## src/rtl/pipeline_controller_if.sv

```systemverilog
// Control/status bundle between pipeline_controller (master) and the core datapath (slave).
interface pipeline_controller_if #(
  parameter int unsigned SEL_PC_WIDTH = 2
);
  logic                    memory_done;
  logic [SEL_PC_WIDTH-1:0] pc_sel;
  logic                    br_taken;
  logic [31:0]             ir;
  logic [31:0]             next_pc;
  logic                    c_fetch_stall;
  logic [SEL_PC_WIDTH-1:0] c_pc_sel;
  logic                    c_br_taken;
  logic [31:0]             c_next_pc;
  logic                    halted;
  logic                    mem_timeout;

  modport master (
    input  memory_done, pc_sel, br_taken, ir, next_pc,
    output c_fetch_stall, c_pc_sel, c_br_taken, c_next_pc, halted, mem_timeout
  );

  modport slave (
    output memory_done, pc_sel, br_taken, ir, next_pc,
    input  c_fetch_stall, c_pc_sel, c_br_taken, c_next_pc, halted, mem_timeout
  );
endinterface

```

## src/rtl/pipeline_controller.sv

```systemverilog
// Pipeline control FSM: memory-op fetch stalls, one-cycle PC redirect with wrong-path flush,
// and sticky halt on SYSTEM opcodes, memory timeout or misaligned redirect targets.
module pipeline_controller #(
  parameter int unsigned SEL_PC_WIDTH  = 2,
  parameter int unsigned FLUSH_CYCLES  = 2,
  parameter int unsigned MEM_TIMEOUT   = 255,
  parameter int unsigned TIMEOUT_WIDTH = 8
) (
  input logic                  clk,
  input logic                  rst,
  pipeline_controller_if.master bus
);

  localparam int unsigned CNT_W = (TIMEOUT_WIDTH > 4) ? TIMEOUT_WIDTH : 4;

  localparam logic [6:0] OP_SYSTEM = 7'b1110011;
  localparam logic [6:0] OP_LOAD   = 7'b0000011;
  localparam logic [6:0] OP_STORE  = 7'b0100011;

  typedef enum logic [2:0] {
    ST_RESET,
    ST_RUN,
    ST_MEM_WAIT,
    ST_FLUSH,
    ST_HALT
  } state_t;

  state_t                  state_q, state_d;
  logic [CNT_W-1:0]        cnt_q, cnt_d;
  logic                    stall_q, stall_d;
  logic [SEL_PC_WIDTH-1:0] sel_q, sel_d;
  logic                    br_q, br_d;
  logic [31:0]             npc_q, npc_d;
  logic                    halted_q, halted_d;
  logic                    tmo_q, tmo_d;

  logic redirect_c;
  logic misaligned_c;
  logic system_c;
  logic memop_c;
  logic unused_ir;

  // Decode of the executing instruction's status
  assign redirect_c   = (bus.pc_sel == SEL_PC_WIDTH'(2)) || (bus.pc_sel == SEL_PC_WIDTH'(3)) ||
                        ((bus.pc_sel == SEL_PC_WIDTH'(1)) && bus.br_taken);
  assign misaligned_c = (bus.next_pc[1:0] != 2'b00);
  assign system_c     = (bus.ir[6:0] == OP_SYSTEM);
  assign memop_c      = (bus.ir[6:0] == OP_LOAD) || (bus.ir[6:0] == OP_STORE);
  assign unused_ir    = ^bus.ir[31:7];

  // Next-state and next-output logic
  always_comb begin
    state_d  = state_q;
    cnt_d    = cnt_q;
    stall_d  = stall_q;
    sel_d    = '0;
    br_d     = 1'b0;
    npc_d    = npc_q;
    halted_d = halted_q;
    tmo_d    = tmo_q;

    unique case (state_q)
      ST_RESET: begin
        state_d = ST_RUN;
        stall_d = 1'b0;
      end
      ST_RUN: begin
        stall_d = 1'b0;
        if (redirect_c) begin
          if (misaligned_c) begin
            state_d  = ST_HALT;
            stall_d  = 1'b1;
            halted_d = 1'b1;
          end else begin
            state_d = ST_FLUSH;
            cnt_d   = CNT_W'(FLUSH_CYCLES);
            sel_d   = bus.pc_sel;
            br_d    = 1'b1;
            npc_d   = bus.next_pc;
          end
        end else if (system_c) begin
          state_d  = ST_HALT;
          stall_d  = 1'b1;
          halted_d = 1'b1;
        end else if (memop_c) begin
          // a memory_done seen here completes an older op and is not consumed
          state_d = ST_MEM_WAIT;
          stall_d = 1'b1;
          cnt_d   = '0;
        end
      end
      ST_MEM_WAIT: begin
        stall_d = 1'b1;
        if (bus.memory_done) begin
          state_d = ST_RUN;
          stall_d = 1'b0;
        end else if (cnt_q == CNT_W'(MEM_TIMEOUT - 1)) begin
          state_d  = ST_HALT;
          halted_d = 1'b1;
          tmo_d    = 1'b1;
        end else begin
          cnt_d = cnt_q + CNT_W'(1);
        end
      end
      ST_FLUSH: begin
        // strobe cycle plus FLUSH_CYCLES bubbles, all with decode ignored
        stall_d = 1'b0;
        if (cnt_q == '0) begin
          state_d = ST_RUN;
        end else begin
          cnt_d = cnt_q - CNT_W'(1);
        end
      end
      ST_HALT: begin
        stall_d  = 1'b1;
        halted_d = 1'b1;
      end
      default: begin
        state_d = ST_RESET;
        stall_d = 1'b1;
      end
    endcase
  end

  // State and output registers
  always_ff @(posedge clk) begin
    if (rst) begin
      state_q  <= ST_RESET;
      cnt_q    <= '0;
      stall_q  <= 1'b1;
      sel_q    <= '0;
      br_q     <= 1'b0;
      npc_q    <= '0;
      halted_q <= 1'b0;
      tmo_q    <= 1'b0;
    end else begin
      state_q  <= state_d;
      cnt_q    <= cnt_d;
      stall_q  <= stall_d;
      sel_q    <= sel_d;
      br_q     <= br_d;
      npc_q    <= npc_d;
      halted_q <= halted_d;
      tmo_q    <= tmo_d;
    end
  end

  assign bus.c_fetch_stall = stall_q;
  assign bus.c_pc_sel      = sel_q;
  assign bus.c_br_taken    = br_q;
  assign bus.c_next_pc     = npc_q;
  assign bus.halted        = halted_q;
  assign bus.mem_timeout   = tmo_q;

endmodule

```

## src/flat_wrapper.sv

```systemverilog
// flat-port wrapper written by rule: the top's interface ports become plain ports
module pipeline_controller_flat 
#(
  parameter int unsigned SEL_PC_WIDTH  = 2,
  parameter int unsigned FLUSH_CYCLES  = 2,
  parameter int unsigned MEM_TIMEOUT   = 255,
  parameter int unsigned TIMEOUT_WIDTH = 8
)
  (clk, rst, bus_memory_done, bus_pc_sel, bus_br_taken, bus_ir, bus_next_pc, bus_c_fetch_stall, bus_c_pc_sel, bus_c_br_taken, bus_c_next_pc, bus_halted, bus_mem_timeout);
  pipeline_controller_if #(.SEL_PC_WIDTH(SEL_PC_WIDTH)) bus_i ();
  input logic clk;
  input logic rst;
  input wire logic [$bits(bus_i.memory_done)-1:0] bus_memory_done;
  input wire logic [$bits(bus_i.pc_sel)-1:0] bus_pc_sel;
  input wire logic [$bits(bus_i.br_taken)-1:0] bus_br_taken;
  input wire logic [$bits(bus_i.ir)-1:0] bus_ir;
  input wire logic [$bits(bus_i.next_pc)-1:0] bus_next_pc;
  output wire logic [$bits(bus_i.c_fetch_stall)-1:0] bus_c_fetch_stall;
  output wire logic [$bits(bus_i.c_pc_sel)-1:0] bus_c_pc_sel;
  output wire logic [$bits(bus_i.c_br_taken)-1:0] bus_c_br_taken;
  output wire logic [$bits(bus_i.c_next_pc)-1:0] bus_c_next_pc;
  output wire logic [$bits(bus_i.halted)-1:0] bus_halted;
  output wire logic [$bits(bus_i.mem_timeout)-1:0] bus_mem_timeout;
  assign bus_i.memory_done = bus_memory_done;
  assign bus_i.pc_sel = bus_pc_sel;
  assign bus_i.br_taken = bus_br_taken;
  assign bus_i.ir = bus_ir;
  assign bus_i.next_pc = bus_next_pc;
  assign bus_c_fetch_stall = bus_i.c_fetch_stall;
  assign bus_c_pc_sel = bus_i.c_pc_sel;
  assign bus_c_br_taken = bus_i.c_br_taken;
  assign bus_c_next_pc = bus_i.c_next_pc;
  assign bus_halted = bus_i.halted;
  assign bus_mem_timeout = bus_i.mem_timeout;
  pipeline_controller #(.SEL_PC_WIDTH(SEL_PC_WIDTH), .FLUSH_CYCLES(FLUSH_CYCLES), .MEM_TIMEOUT(MEM_TIMEOUT), .TIMEOUT_WIDTH(TIMEOUT_WIDTH)) u_core (.clk(clk), .rst(rst), .bus(bus_i));
endmodule
```

## config.mk

```make
export PLATFORM = sky130hd
export DESIGN_NAME = pipeline_controller_flat
export DESIGN_NICKNAME = d
export VERILOG_FILES = /design/src/rtl/pipeline_controller_if.sv /design/src/rtl/pipeline_controller.sv /design/src/flat_wrapper.sv
export SDC_FILE = /design/constraint.sdc
export NUM_CORES = 1
export LEC_CHECK = 0
export ABC_AREA = 1
export BUFFER_PORTS_ARGS = -buffer_cell sky130_fd_sc_hd__buf_2
export CORE_MARGIN = 3
export CORE_UTILIZATION = 46
export DETAILED_ROUTE_END_ITERATION = 10
export PLACE_DENSITY = 0.77
export SETUP_SLACK_MARGIN = 0.5
export SLEW_MARGIN = 40
export SYNTH_ARGS = -nofsm -noshare
export SYNTH_HDL_FRONTEND = slang
export SYNTH_SLANG_ARGS = --single-unit
export TNS_END_PERCENT = 20
```

## constraint.sdc

```tcl
create_clock -name clk -period 2.2 [get_ports clk]
set_input_delay 0.22 -clock clk [delete_from_list [all_inputs] [get_ports clk]]
set_output_delay 0.22 -clock clk [all_outputs]
set_load 0.05 [all_outputs]
```

==> metrics.md <==
| Metric | Value |
|---|---|
| Outcome | completed |
| Boundary pin count | between 100 and 150 |
| Kind of capture point of the worst setup path | register |
| WS Path Type | reg -> reg |
| Setup Total Neg Slack | 0 ns |
| CTS tree | yes |
| Worst endpoint data arrival time | about 1.8 ns |
| Net Switching | about 890 uW |
| Final Hold Fails | 0 |
| Number of nets in the synthesized netlist | 389 |
| Area grow syn2layout | 28.8% |
| Cells traversed along the worst timing path | inv_6 -> nand4_1 -> nand2_1 -> inv_1 -> ha_1 -> inv_1 -> nand2_2 -> nand2_2 -> nand2_1 -> nand2_1 -> nand3_2 -> a21oi_2 |
| Fraction of final layout cells sized beyond drive strength 1 | 0.315 |
| Internal power summed over all cells | approximately 1.4 mW |
| Post-detailed-placement half-perimeter wirelength | approximately 4.0 mm |
| Net switching share of the total power | 0.381 |
| Crit. Startpoint | u_core.state_q[2] |
| WL per Instance | ~12 um |
| Library cells used by synthesis | 30 |
| Relative contribution of sequential cells to total power | 0.451 |
| Final worst-path cycle share | 0.728 |
| Final std cells w/o fill | ~470 |
| Smallest setup slack after layout | 0.599 ns |
| TritonCTS Buffers | 5 |
| Post-Synth XOR/XNOR Area | 0.00783 |
| Via density per instance | between 4 and 5 |
| RSZ-0062 raised after global routing | true |
| Floorplan core area | between 4000 and 5000 um2 |
| Final-layout worst hold slack | ~0.14 ns |
| Clock sink count | 49 |
| Post-synthesis async set-or-reset flop share | 0 |
| Critical path's slowest cell | dfxtp_4 |
| Number of antenna violations at the first check in global routing | 0 |
| Remaining DRCs | 0 |
| Hold_buf cts | 0 |
| Vert. Die Dim | roughly 76 um |
| Number of global-route vias before repair | 2173 |
| Final nets | around 470 |
| Slew Limit Headroom | 0.489 |
| Highest Signal Layer | met4 |
| Die outline area | 5740 um2 |
| Sum of routed wire length over all layers | 5.70 mm |
| # placed instances | around 450 |
| Placed cell areas | around 2700 um2 |
| Share of the synthesized area in compound gates (AO/OA/AOI/OAI) | 0.122 |
| Number of warnings printed during yosys synthesis | 0 |
| Type of the worst min-delay path | in -> reg |
| Crit-path max FO | 5 |
| Vias post-DR | 2264 |
| Clock period minus worst slack | between 1.5 and 2 ns |
| Adder-cell share of the synthesized area | 0.0168 |
| Met1 routed wirelength after detailed routing | between 2 and 3 mm |
| Worst Max-Slew Pin Slew | 0.761 ns |
| Library cell appearing most often on the critical path | nand2_1 |
| FMAX | approximately 620 MHz |
| Diodes inserted | 0 |
| Starting Density | 0.494 |
| Depth of the most critical reg-to-reg path | 12 |
| Routability Congestion | 0.995 |
| Wire length on met3 | around 310 um |
| Worst Setup Start Kind | register |
| Crit Reg-Reg Startpoint | u_core.state_q[2] |
| Mean cell area of the mapped netlist | between 7 and 8 um2 |
| H-tree levels | 2 |
| Post-place setup slack | approximately 0.30 ns |
| Overall global routing resource usage | 0.203 |
| Number of DRC markers in iteration 0 | approximately 120 |
| Number of nets with antenna violations after detailed routing | 0 |
| Fraction of synthesized area in multiplexers | 0 |
| Critical Path End | u_core.cnt_q[4] |
| CTS Buffer Depth | 2 |
| Met2 wire length | roughly 2.8 mm |
| Endpoint of the lowest-slack register-to-register path | u_core.cnt_q[4] |
| Share of the yosys chip area belonging to registers | 0.438 |
| Fin. max-slew vios | 0 |
| Crit path required time | around 2.4 ns |
| Flop2flop setup slack | 0.60 ns |
| Fraction of power consumed by the clock network | 0.221 |
| Width of the chip | 75.8 um |
| Pin count of the biggest net entering global routing | 35 |
| Root cell of the clock tree | clkbuf_8 |
| Simple-gate share of the synthesized area | 0.342 |
| Total congestion overflow after global routing | 0 |
| Insertion delay of the later-clocked pin in the worst-skew pair | about 0.29 ns |
| Maximum VDD drop | 529 uV |
| Number of iterations in the first detailed-routing pass | 4 |
| Port Buffers | 82 |
| Most used flip-flop cell after synthesis | dfxtp_1 |
| Final design instance area without fill | 2880 um2 |
| Main combinational cell family by area after synthesis | simple AND/OR/NAND/NOR gates |
| Clock edge transition at the registers on the reported setup and hold paths | ~0.090 ns |
| Total power per unit cell area | just over 800 nW/um2 |
| Cell count after synthesis | ~320 |
| Finish-stage setup viols | 0 |
| #FFs+latches synth | 49 |
| Slowest stage delay, CP | 0.38 ns |
| Global-route wire length before repair | 9.11 mm |
| Synthesized cell area | about 2200 um2 |
| Gate power share | 0.329 |
| Number of violations of the max-capacitance limit | 0 |
| Number of enable flip-flop cells after synthesis | 0 |
| Final Skew | ~0.0043 ns |
| Rows | 24 |
| Leak | roughly 1.5 nW |
cells in the final DEF, fill, tap and decap left out, types with 4 or more instances in the layout:
| cell type | count |
|---|---|
| nor2_1 | 83 |
| buf_2 | 82 |
| dfxtp_1 | 46 |
| nand2_1 | 44 |
| o21ai_0 | 33 |
| inv_1 | 22 |
| nand3_1 | 17 |
| a21oi_1 | 10 |
| buf_4 | 7 |
| nand4_1 | 6 |
| nand2_2 | 5 |
| clkbuf_8 | 5 |
| nor2_2 | 4 |
worst min-delay path by stage:
| stage | endpoint | cells after the start | startpoint | slack [ns] |
|---|---|---|---|---|
| finish | u_core.bus.c_next_pc[23] | 3 | bus_next_pc[23] | 0.14 |
| global route | u_core.bus.c_next_pc[7] | 3 | bus_next_pc[7] | 0.14 |
| CTS | u_core.bus.c_next_pc[14] | 3 | bus_next_pc[14] | 0.14 |
| detailed placement | u_core.bus.c_next_pc[0] | 2 | u_core.bus.c_next_pc[0] | 0.44 |
| global placement | u_core.bus.c_next_pc[1] | 2 | u_core.bus.c_next_pc[1] | 0.43 |
| floorplan | u_core.bus.halted | 1 | rst | 0.29 |
timing repair:
item,4_1_cts,5_1_grt
setup endpoints to repair,7,6
pin swaps,1,7
gates resized for setup,7,16
buffers inserted,0,6
layer usage:
layer	track usage	up-vias
li1	-	1175
met1	0.248	1023
met2	0.348	57
met3	0.0594	9
met4	0.0505	0
met5	0	-
cells by family after synthesis:
family / Yosys count
simple gates: 172
xor+xnor: 2
fa+ha+maj: 3
flops: 49
buf+inv: 40
compound gates: 50
Yosys cell counts, types with 2 or more instances:
cell type	n	area [um2]
nand3b_4	2	40.0
clkbuf_1	7	26.3
a21oi_1	12	60.1
buf_2	3	15.0
nor3_1	3	15.0
nand4_1	6	37.5
ha_1	3	37.5
o21ai_0	33	165
nor2_1	85	319
nor2_2	2	12.5
dfxtp_1	49	981
inv_1	27	101
nand2_1	46	173
buf_4	2	15.0
nand3_1	19	95.1
nand2_2	3	18.8
through the flow:
step                      total power [mW]   util
after floorplan                       1.61      -
after global placement                1.76  0.591
after detailed placement              1.78  0.591
after CTS                             2.30  0.612
after global routing                  2.47  0.636
final                                 2.33  0.636
worst max-delay path: cells and delay by family, from the launching register on:
| family | cells | cell delay, ns |
|---|---|---|
| DFF | 1 | 0.38 |
| buffers and inverters | 3 | 0.20 |
| adders and majority gates | 1 | 0.19 |
| AOI/OAI and AO/OA | 1 | 0.13 |
| and+or+nand+nor | 7 | 0.64 |
state kept, by name (all words and copies together), names as in the netlist:
register / cells
u_core.state_q: 3
u_core.bus.halted: 1
u_core.cnt_q: 8
u_core.bus.c_pc_sel: 2
u_core.bus.c_next_pc: 32
u_core.bus.c_fetch_stall: 1
u_core.bus.c_br_taken: 1
u_core.bus.mem_timeout: 1
cell type report:
class	count	area [um2]
Clock buffer	6	72.6
Clock inverter	1	8.76
Fill cell	419	1650
Inverter	28	115
Multi-Input combinational cell	227	1150
Sequential cell	49	992
Tap cell	65	81.3
Timing Repair Buffer	89	463
power groups by stage:
stage	combinational [mW]	clock [mW]	sequential, mW
floorplan	0.388	0	1.22
global placement	0.704	0	1.06
detailed placement	0.721	0	1.06
CTS	0.726	0.528	1.05
global route	0.841	0.561	1.07
finish	0.767	0.515	1.05
(Power assumes the default switching activity.)
